[src/rtl/jesd204b_pkg.sv]
// Shared JESD204B link-layer definitions.
//   K28_3 / K28_7 : control octets used for /A/ (multiframe end) and /F/ (frame end)
//   octet_t       : one link octet
//   params_legal  : true when the F/N/K combination can be tracked by the
//                   character-replacement stage (F in {1,2,4,8}, F and N
//                   divide one another, 1 <= K <= 32)
package jesd204b_pkg;

    localparam logic [7:0] K28_3 = 8'h7C;
    localparam logic [7:0] K28_7 = 8'hFC;

    typedef logic [7:0] octet_t;

    function automatic bit params_legal(int f, int n, int k);
        bit f_ok;
        f_ok = (f == 1) || (f == 2) || (f == 4) || (f == 8);
        return f_ok && (n >= 1) && ((f % n == 0) || (n % f == 0)) &&
               (k >= 1) && (k <= 32);
    endfunction

endpackage

[src/rtl/jesd204b_char_replace_lane.sv]
// Combinational replacement decision for a single octet.
// Ports:
//   oct_in        : original octet
//   eof / eomf    : octet sits at frame end / multiframe end
//   hist_vld      : prev_last holds a real octet (false for the first frame)
//   prev_last     : original last octet of the previous frame
//   prev_repl     : that octet was replaced
//   oct_out/k_out : octet to transmit and its K flag
//   *_nxt         : history seen by the next octet in transmit order
module jesd204b_char_replace_lane
    import jesd204b_pkg::*;
#(
    parameter bit SCR = 1'b0
) (
    input  logic [7:0] oct_in,
    input  logic       eof,
    input  logic       eomf,
    input  logic       hist_vld,
    input  logic [7:0] prev_last,
    input  logic       prev_repl,
    output logic [7:0] oct_out,
    output logic       k_out,
    output logic       hist_vld_nxt,
    output logic [7:0] prev_last_nxt,
    output logic       prev_repl_nxt
);

    always_comb begin
        oct_out       = oct_in;
        k_out         = 1'b0;
        hist_vld_nxt  = hist_vld;
        prev_last_nxt = prev_last;
        prev_repl_nxt = prev_repl;
        if (SCR) begin
            // Scrambled link: only octets that already equal the control
            // code are flagged; no history involved.
            if (eomf && oct_in == K28_3) begin
                k_out = 1'b1;
            end else if (eof && !eomf && oct_in == K28_7) begin
                k_out = 1'b1;
            end
        end else begin
            if (eomf && hist_vld && oct_in == prev_last) begin
                oct_out = K28_3;
                k_out   = 1'b1;
            end else if (eof && !eomf && hist_vld && !prev_repl &&
                         oct_in == prev_last) begin
                // No back-to-back /F/: a replaced predecessor blocks it.
                oct_out = K28_7;
                k_out   = 1'b1;
            end
            // History keeps the original octet, not the substituted code.
            if (eof) begin
                hist_vld_nxt  = 1'b1;
                prev_last_nxt = oct_in;
                prev_repl_nxt = k_out;
            end
        end
    end

endmodule

[src/rtl/jesd204b_tx_char_replace.sv]
// JESD204B TX end-of-frame / end-of-multiframe character replacement.
// One output register stage; octet 0 (in_dat[7:0]) is transmitted first.
// Ports:
//   clk, rst          : clock, synchronous active-high reset
//   realign           : restart frame/multiframe position at the next beat
//   in_val/in_rdy/in_dat    : upstream beat of N octets
//   out_val/out_rdy/out_dat : downstream beat after replacement
//   out_k             : per-octet K flag (bit i for octet i)
// Handshake: a beat moves when val & rdy are both high on a clock edge;
// out_dat/out_k stay frozen while out_val is high and out_rdy is low, and
// in_rdy = !rst & (!out_val | out_rdy) so the stage runs at full rate.
module jesd204b_tx_char_replace
    import jesd204b_pkg::*;
#(
    parameter int N   = 2,
    parameter int F   = 2,
    parameter int K   = 16,
    parameter bit SCR = 1'b0
) (
    input  logic           clk,
    input  logic           rst,
    input  logic           realign,
    input  logic           in_val,
    output logic           in_rdy,
    input  logic [8*N-1:0] in_dat,
    output logic           out_val,
    input  logic           out_rdy,
    output logic [8*N-1:0] out_dat,
    output logic [N-1:0]   out_k
);

    localparam int OW = (F > 1) ? $clog2(F) : 1;
    localparam int FW = (K > 1) ? $clog2(K) : 1;

    if (!params_legal(F, N, K)) begin : g_bad_params
        $error("jesd204b_tx_char_replace: illegal F/N/K combination");
    end

    logic [OW-1:0] oct_pos;
    logic [FW-1:0] frm_pos;
    logic          hist_vld_q;
    logic [7:0]    prev_last_q;
    logic          prev_repl_q;

    logic          accept;
    logic [OW-1:0] oct_base;
    logic [OW-1:0] oct_nxt;

    // Per-octet chains: element i is the state seen by octet i of the beat,
    // element N is the state left for the next beat.
    logic [FW-1:0] frm_c [N+1];
    logic          hv_c  [N+1];
    logic [7:0]    pl_c  [N+1];
    logic          pr_c  [N+1];

    logic [N-1:0]   eof_v;
    logic [N-1:0]   eomf_v;
    logic [8*N-1:0] dat_rep;
    logic [N-1:0]   k_rep;

    assign in_rdy = !rst && (!out_val || out_rdy);
    assign accept = in_val && in_rdy;

    // A realign coincident with a beat makes that beat frame 0, octet 0.
    assign oct_base = realign ? '0   : oct_pos;
    assign frm_c[0] = realign ? '0   : frm_pos;
    assign hv_c[0]  = realign ? 1'b0 : hist_vld_q;
    assign pl_c[0]  = realign ? 8'h0 : prev_last_q;
    assign pr_c[0]  = realign ? 1'b0 : prev_repl_q;

    assign oct_nxt = OW'((int'(oct_base) + N) % F);

    for (genvar i = 0; i < N; i++) begin : g_lane
        assign eof_v[i]   = (((int'(oct_base) + i) % F) == F - 1);
        assign eomf_v[i]  = eof_v[i] && (frm_c[i] == FW'(K - 1));
        assign frm_c[i+1] = !eof_v[i]                  ? frm_c[i] :
                            (frm_c[i] == FW'(K - 1))   ? '0       :
                                                         frm_c[i] + FW'(1);

        jesd204b_char_replace_lane #(
            .SCR(SCR)
        ) u_lane (
            .oct_in       (in_dat[8*i +: 8]),
            .eof          (eof_v[i]),
            .eomf         (eomf_v[i]),
            .hist_vld     (hv_c[i]),
            .prev_last    (pl_c[i]),
            .prev_repl    (pr_c[i]),
            .oct_out      (dat_rep[8*i +: 8]),
            .k_out        (k_rep[i]),
            .hist_vld_nxt (hv_c[i+1]),
            .prev_last_nxt(pl_c[i+1]),
            .prev_repl_nxt(pr_c[i+1])
        );
    end

    always_ff @(posedge clk) begin
        if (rst) begin
            oct_pos     <= '0;
            frm_pos     <= '0;
            hist_vld_q  <= 1'b0;
            prev_last_q <= 8'h0;
            prev_repl_q <= 1'b0;
            out_val     <= 1'b0;
            out_dat     <= '0;
            out_k       <= '0;
        end else begin
            if (accept) begin
                oct_pos     <= oct_nxt;
                frm_pos     <= frm_c[N];
                hist_vld_q  <= hv_c[N];
                prev_last_q <= pl_c[N];
                prev_repl_q <= pr_c[N];
                out_val     <= 1'b1;
                out_dat     <= dat_rep;
                out_k       <= k_rep;
            end else begin
                // Idle realign: forget position now so the next beat starts clean.
                if (realign) begin
                    oct_pos     <= '0;
                    frm_pos     <= '0;
                    hist_vld_q  <= 1'b0;
                    prev_last_q <= 8'h0;
                    prev_repl_q <= 1'b0;
                end
                if (out_rdy) begin
                    out_val <= 1'b0;
                end
            end
        end
    end

endmodule

[config.mk]
export PLATFORM = sky130hd
export DESIGN_NAME = jesd204b_tx_char_replace
export DESIGN_NICKNAME = d
export VERILOG_FILES = /design/src/rtl/jesd204b_pkg.sv /design/src/rtl/jesd204b_char_replace_lane.sv /design/src/rtl/jesd204b_tx_char_replace.sv
export SDC_FILE = /design/constraint.sdc
export NUM_CORES = 1
export LEC_CHECK = 0
export ABC_AREA = 0
export CORE_ASPECT_RATIO = 2
export CORE_MARGIN = 1.5
export CORE_UTILIZATION = 53
export CTS_BUF_LIST = sky130_fd_sc_hd__clkbuf_8
export DETAILED_ROUTE_END_ITERATION = 8
export PLACE_DENSITY = 0.82
export SKIP_LAST_GASP = 1
export SLEW_MARGIN = 30
export SYNTH_ARGS = -nofsm -noshare
export SYNTH_HDL_FRONTEND = slang
export SYNTH_SLANG_ARGS = --single-unit
export TNS_END_PERCENT = 1
[constraint.sdc]
create_clock -name clk -period 3.05 [get_ports clk]
set_clock_uncertainty 0.05 [all_clocks]
set_input_delay 0.61 -clock clk [delete_from_list [all_inputs] [get_ports clk]]
set_output_delay 0.61 -clock clk [all_outputs]
set_load 0.02 [all_outputs]
== After elaboration in Yosys (flattened, before gate mapping) ==
Cells that the tools add are included.
Operators by class
  bitwise gates (word level): 1
  add/sub/neg operators: 4
  muxes and demuxes: 30
  reductions and logical operators: 24
  equality and inequality tests: 5
Operator list (count)
  $mux 8: 8
  $mux 4: 6
  $eq 8x8->1: 2
  $logic_and 1x1->1: 16
  $mux 1: 16
  $add 4x1->4 const B: 2
  $eq 4x4->1 const B: 2
  $logic_not 1->1: 6
  $add 1x1->1 const B: 2
  $eq 2x2->1 const B: 1
  $reduce_bool 2->1: 1
  $and 1x1->1 const A: 1
  $logic_or 1x1->1: 1
Word-level totals
  register bits after elaboration: 34
  word-level logic and storage cells: 72
  input port bits: 21
  output and inout bits: 20

== Longest topological paths before layout ==
  word-level depth: 18
  gate-level depth with buffers: 13
  mapped depth without buffers: 11

== Hierarchy ==
From an unflattened synthesis, not the netlist that was laid out.
Unflattened totals
  cells, all modules: 259
  area total of the unflattened synthesis: 2163.3 µm²
By module, submodules not included
  jesd204b_tx_char_replace: area an instance 1552.7 µm², sequential area each 680.7 µm², cells an instance 183, instances 1
  jesd204b_char_replace_lane: area an instance 305.3 µm², sequential area each 0.0 µm², cells an instance 38, instances 2

== Worst setup path after synthesis ==
No wires, ideal clock.
  path kind: input port to flip-flop
  start point: input realign
  end point: register out_dat[15]
  arrival time: 2.493 ns
  stages on the path: 13
  setup slack: 0.421 ns
  library setup time: 0.086 ns
  buffers on the path: 2
  required time: 2.914 ns
  path through: clkbuf_1 > buf_4 > nor2b_1 > ha_1 > nand2_1 > nand2_1 > ha_1 > nand3_1 > nand2b_1 > a21oi_1 > nor3_1 > or3_1 > a211oi_1
Between the ends
  word-level cells in the longest chain between the ends: 16
  elaborated cells between the ends (all ways): 40
  classes of those cells: add/sub (2); eq/ne (5); mux (14); bitwise (1); reduce/logical (18)
RTL lines
  start, declared: line jesd204b_tx_char_replace.sv:22  | input logic realign,
  branches (longest 15 deep; another with $add 4x1->4)
  $mux 8 (*): line jesd204b_char_replace_lane.sv:43  | if (eomf && hist_vld && oct_in == prev_last) begin
  end signal, assigned: line jesd204b_tx_char_replace.sv:115  | out_dat <= dat_rep;
  end, declared: line jesd204b_tx_char_replace.sv:28  | output logic [8*N-1:0] out_dat,
Mark *: on every way between the ends.
A chain may end at the register's enable or synchronous reset.

== Final worst setup path ==
Ends and elaborated chain as after synthesis.

==> results.tsv <==
metric	value	unit
synthesized area per cell	7.86	µm²
fin crit period	2.89	ns
CP required	3.18	ns
Reg clk slew, reported paths	0.07	ns
unrepaired setup endpoints after global routing	no	
GR Overflow Total	0	
CP Max Fanout	5	
Multi-input gate area	0.00121	mm²
Distinct cells, synth	41	
die area	0.00412	mm²
Clock H-tree levels	2	
Vias	2055	
root buffer cell	clkbuf_8	
Final Power	0.00104	W
GRT Util Overall	0.305	
Ant. Diodes	0	
Final setup viols	0	
max_cap viols	0	
Setup crit start kind	input port	
Final Wtd Congestion	0.876	
synthesis-to-layout area growth	31.1	%
IO Count	41	
DP HPWL	4320	µm
Slew HR	0.498	
Slew @ Worst Pin	0.752	ns
Sink Count	34	
setup ws final	0.163	ns
initial antenna violation count	0	
sequential-to-total area share from yosys stat	0.345	
PD cells	400	mW/mm²
ys flop type	dfxtp_1	
final hold violations	0	
Post-Synthesis Net Count	274	
Post-CTS Setup Inserts	0	
Final nets	324	
layout cells sized above 1	0.106	
DR iter-0 viols	40	
Post-synth ARST share	0	
clock buffer count from CTS	5	
cts hold-fix bufs	0	
Post-Synthesis Cells	251	
cell leakage power	0.913	nW
Cell Rows	31	
Core ar.	0.00361	mm²
Initial Utilization	0.547	
First-pass DRT Iterations	4	
residual DRC count	0	
first-pass GRT wire length	9060	µm
Finished Core Util	0.717	
Worst VDD drop	0.403	mV
Routed WL	5800	µm
Max Fclk	0.346	GHz
Setup CP Type	input port to flip-flop	
outcome	complete, no violations	
max-slew violation total from the final report	0	
Hold WS	0.407	ns
CTS tree	built	
vias in the first global route	1954	
worst min path class	flip-flop to flip-flop	
worst skew pair latency	0.28	ns
crit path DAT	3.02	ns
Synth Cell Area	0.00197	mm²
Routed WL per cell	16.6	µm
Post-synth EDFFs	0	
Yosys warnings	0	
register area	681	µm²
CTS resizes	0	
Detail Route Antenna Nets	0	
Max clock buf depth	2	
DP Worst Slack	-0.0999	ns
largest net degree at the start of global routing	30	
Finished Layout Cells	350	
PortBufs	40	
vias per inst	5.87	
Die H	89.3	µm
Placed Instances	343	
number of synthesized register bits	34	
nature of the critical path endpoint	flip-flop	
fill count	308	
period utilization	0.946	
die width	46.1	µm
cells by family after synthesis:
logic type / Yosys count / synth area share
and+or+nand+nor: 121 / 0.307
DFF: 34 / 0.345
AOI/OAI and AO/OA: 50 / 0.171
buffers and inverters: 19 / 0.0431
xor gates and xnor gates: 9 / 0.0399
muxes: 16 / 0.0812
adders and majority gates: 2 / 0.0127
sequential cells by signal, indices dropped and copies added, names as in the netlist:
name and flops:
frm_pos 4, hist_vld_q 1, oct_pos 1, out_dat 16, out_k 2, out_val 1
prev_last_q 8, prev_repl_q 1
Yosys cell counts (all sizes together), types with 5 or more instances:
cell type,n,share of area
o31a,6,0.027
o21ai,15,0.038
nand3,11,0.028
nand2,24,0.046
xor2,5,0.022
nor2,31,0.059
buf,7,0.020
clkbuf,10,0.019
a21oi,15,0.038
nor3,15,0.038
dfxtp,34,0.34
nor2b,7,0.022
mux2i,16,0.081
or3,9,0.029
nand4,5,0.016
through the flow:
| step | TNS, ns | instance area [µm²] |
|---|---|---|
| floorplan | 0 | 1970 |
| global placement | -0.0239 | 2510 |
| detailed placement | -0.142 | 2510 |
| CTS | 0 | 2590 |
| global route | 0 | 2590 |
| finish | 0 | 2590 |
cells in the final DEF, fill, tap and decap left out, types with 5 or more instances in the layout:
master	Yosys	layout
clkdlybuf4s50_1	0	40
dfxtp_1	34	34
nor2_1	31	31
nand2_1	24	24
buf_4	1	20
mux2i_1	16	16
nor3_1	15	15
a21oi_1	15	15
o21ai_0	14	14
nand3_1	11	11
or3_1	9	9
nor2b_1	7	7
o31a_1	6	6
xor2_1	5	5
nand4_1	5	5
clkbuf_8	0	5
cell type report:
type / instances / share of cell area
Sequential cell: 34 / 0.263
Timing Repair Buffer: 60 / 0.213
Clock buffer: 5 / 0.0266
Clock inverter: 2 / 0.00435
Tap cell: 49 / 0.0237
Inverter: 2 / 0.00290
Multi-Input combinational cell: 198 / 0.467
critical path, stage by stage:
cell             delay [ns]
clkdlybuf4s50_1        0.52
nor2b_1                0.25
ha_1                   0.28
nand2_1                0.10
nand2_1                0.07
ha_1                   0.23
nand3_1                0.11
nand2b_1               0.06
a21oi_1                0.16
nor3_1                 0.05
or3_1                  0.34
a211oi_1               0.22
final timing paths:
check | endpoint | slack [ns] | cells after the start | from
hold reg to reg | out_k[1] | 0.41 | 2 | out_k[1]
hold / removal | out_k[1] | 0.41 | 2 | out_k[1]
setup reg to reg | out_k[1] | 0.26 | 10 | oct_pos
setup / recovery | out_dat[15] | 0.16 | 12 | realign
routing by layer:
layer  share of wire  global-route usage  routed length, µm  vias up
met3           0.034              0.0424                196       23
met1            0.37               0.344               2160      976
met2            0.54               0.518               3150       56
li1                -                   -                  -     1000
met4           0.052               0.182                301        0
met5               0                   0                  0        -
where the power goes:
group	internal (W)	switching, W
clock network	0.000153	0.000165
logic	0.000109	0.000118
registers	0.000471	0.0000203
total	0.000733	0.000303
(Power assumes the default switching activity.)
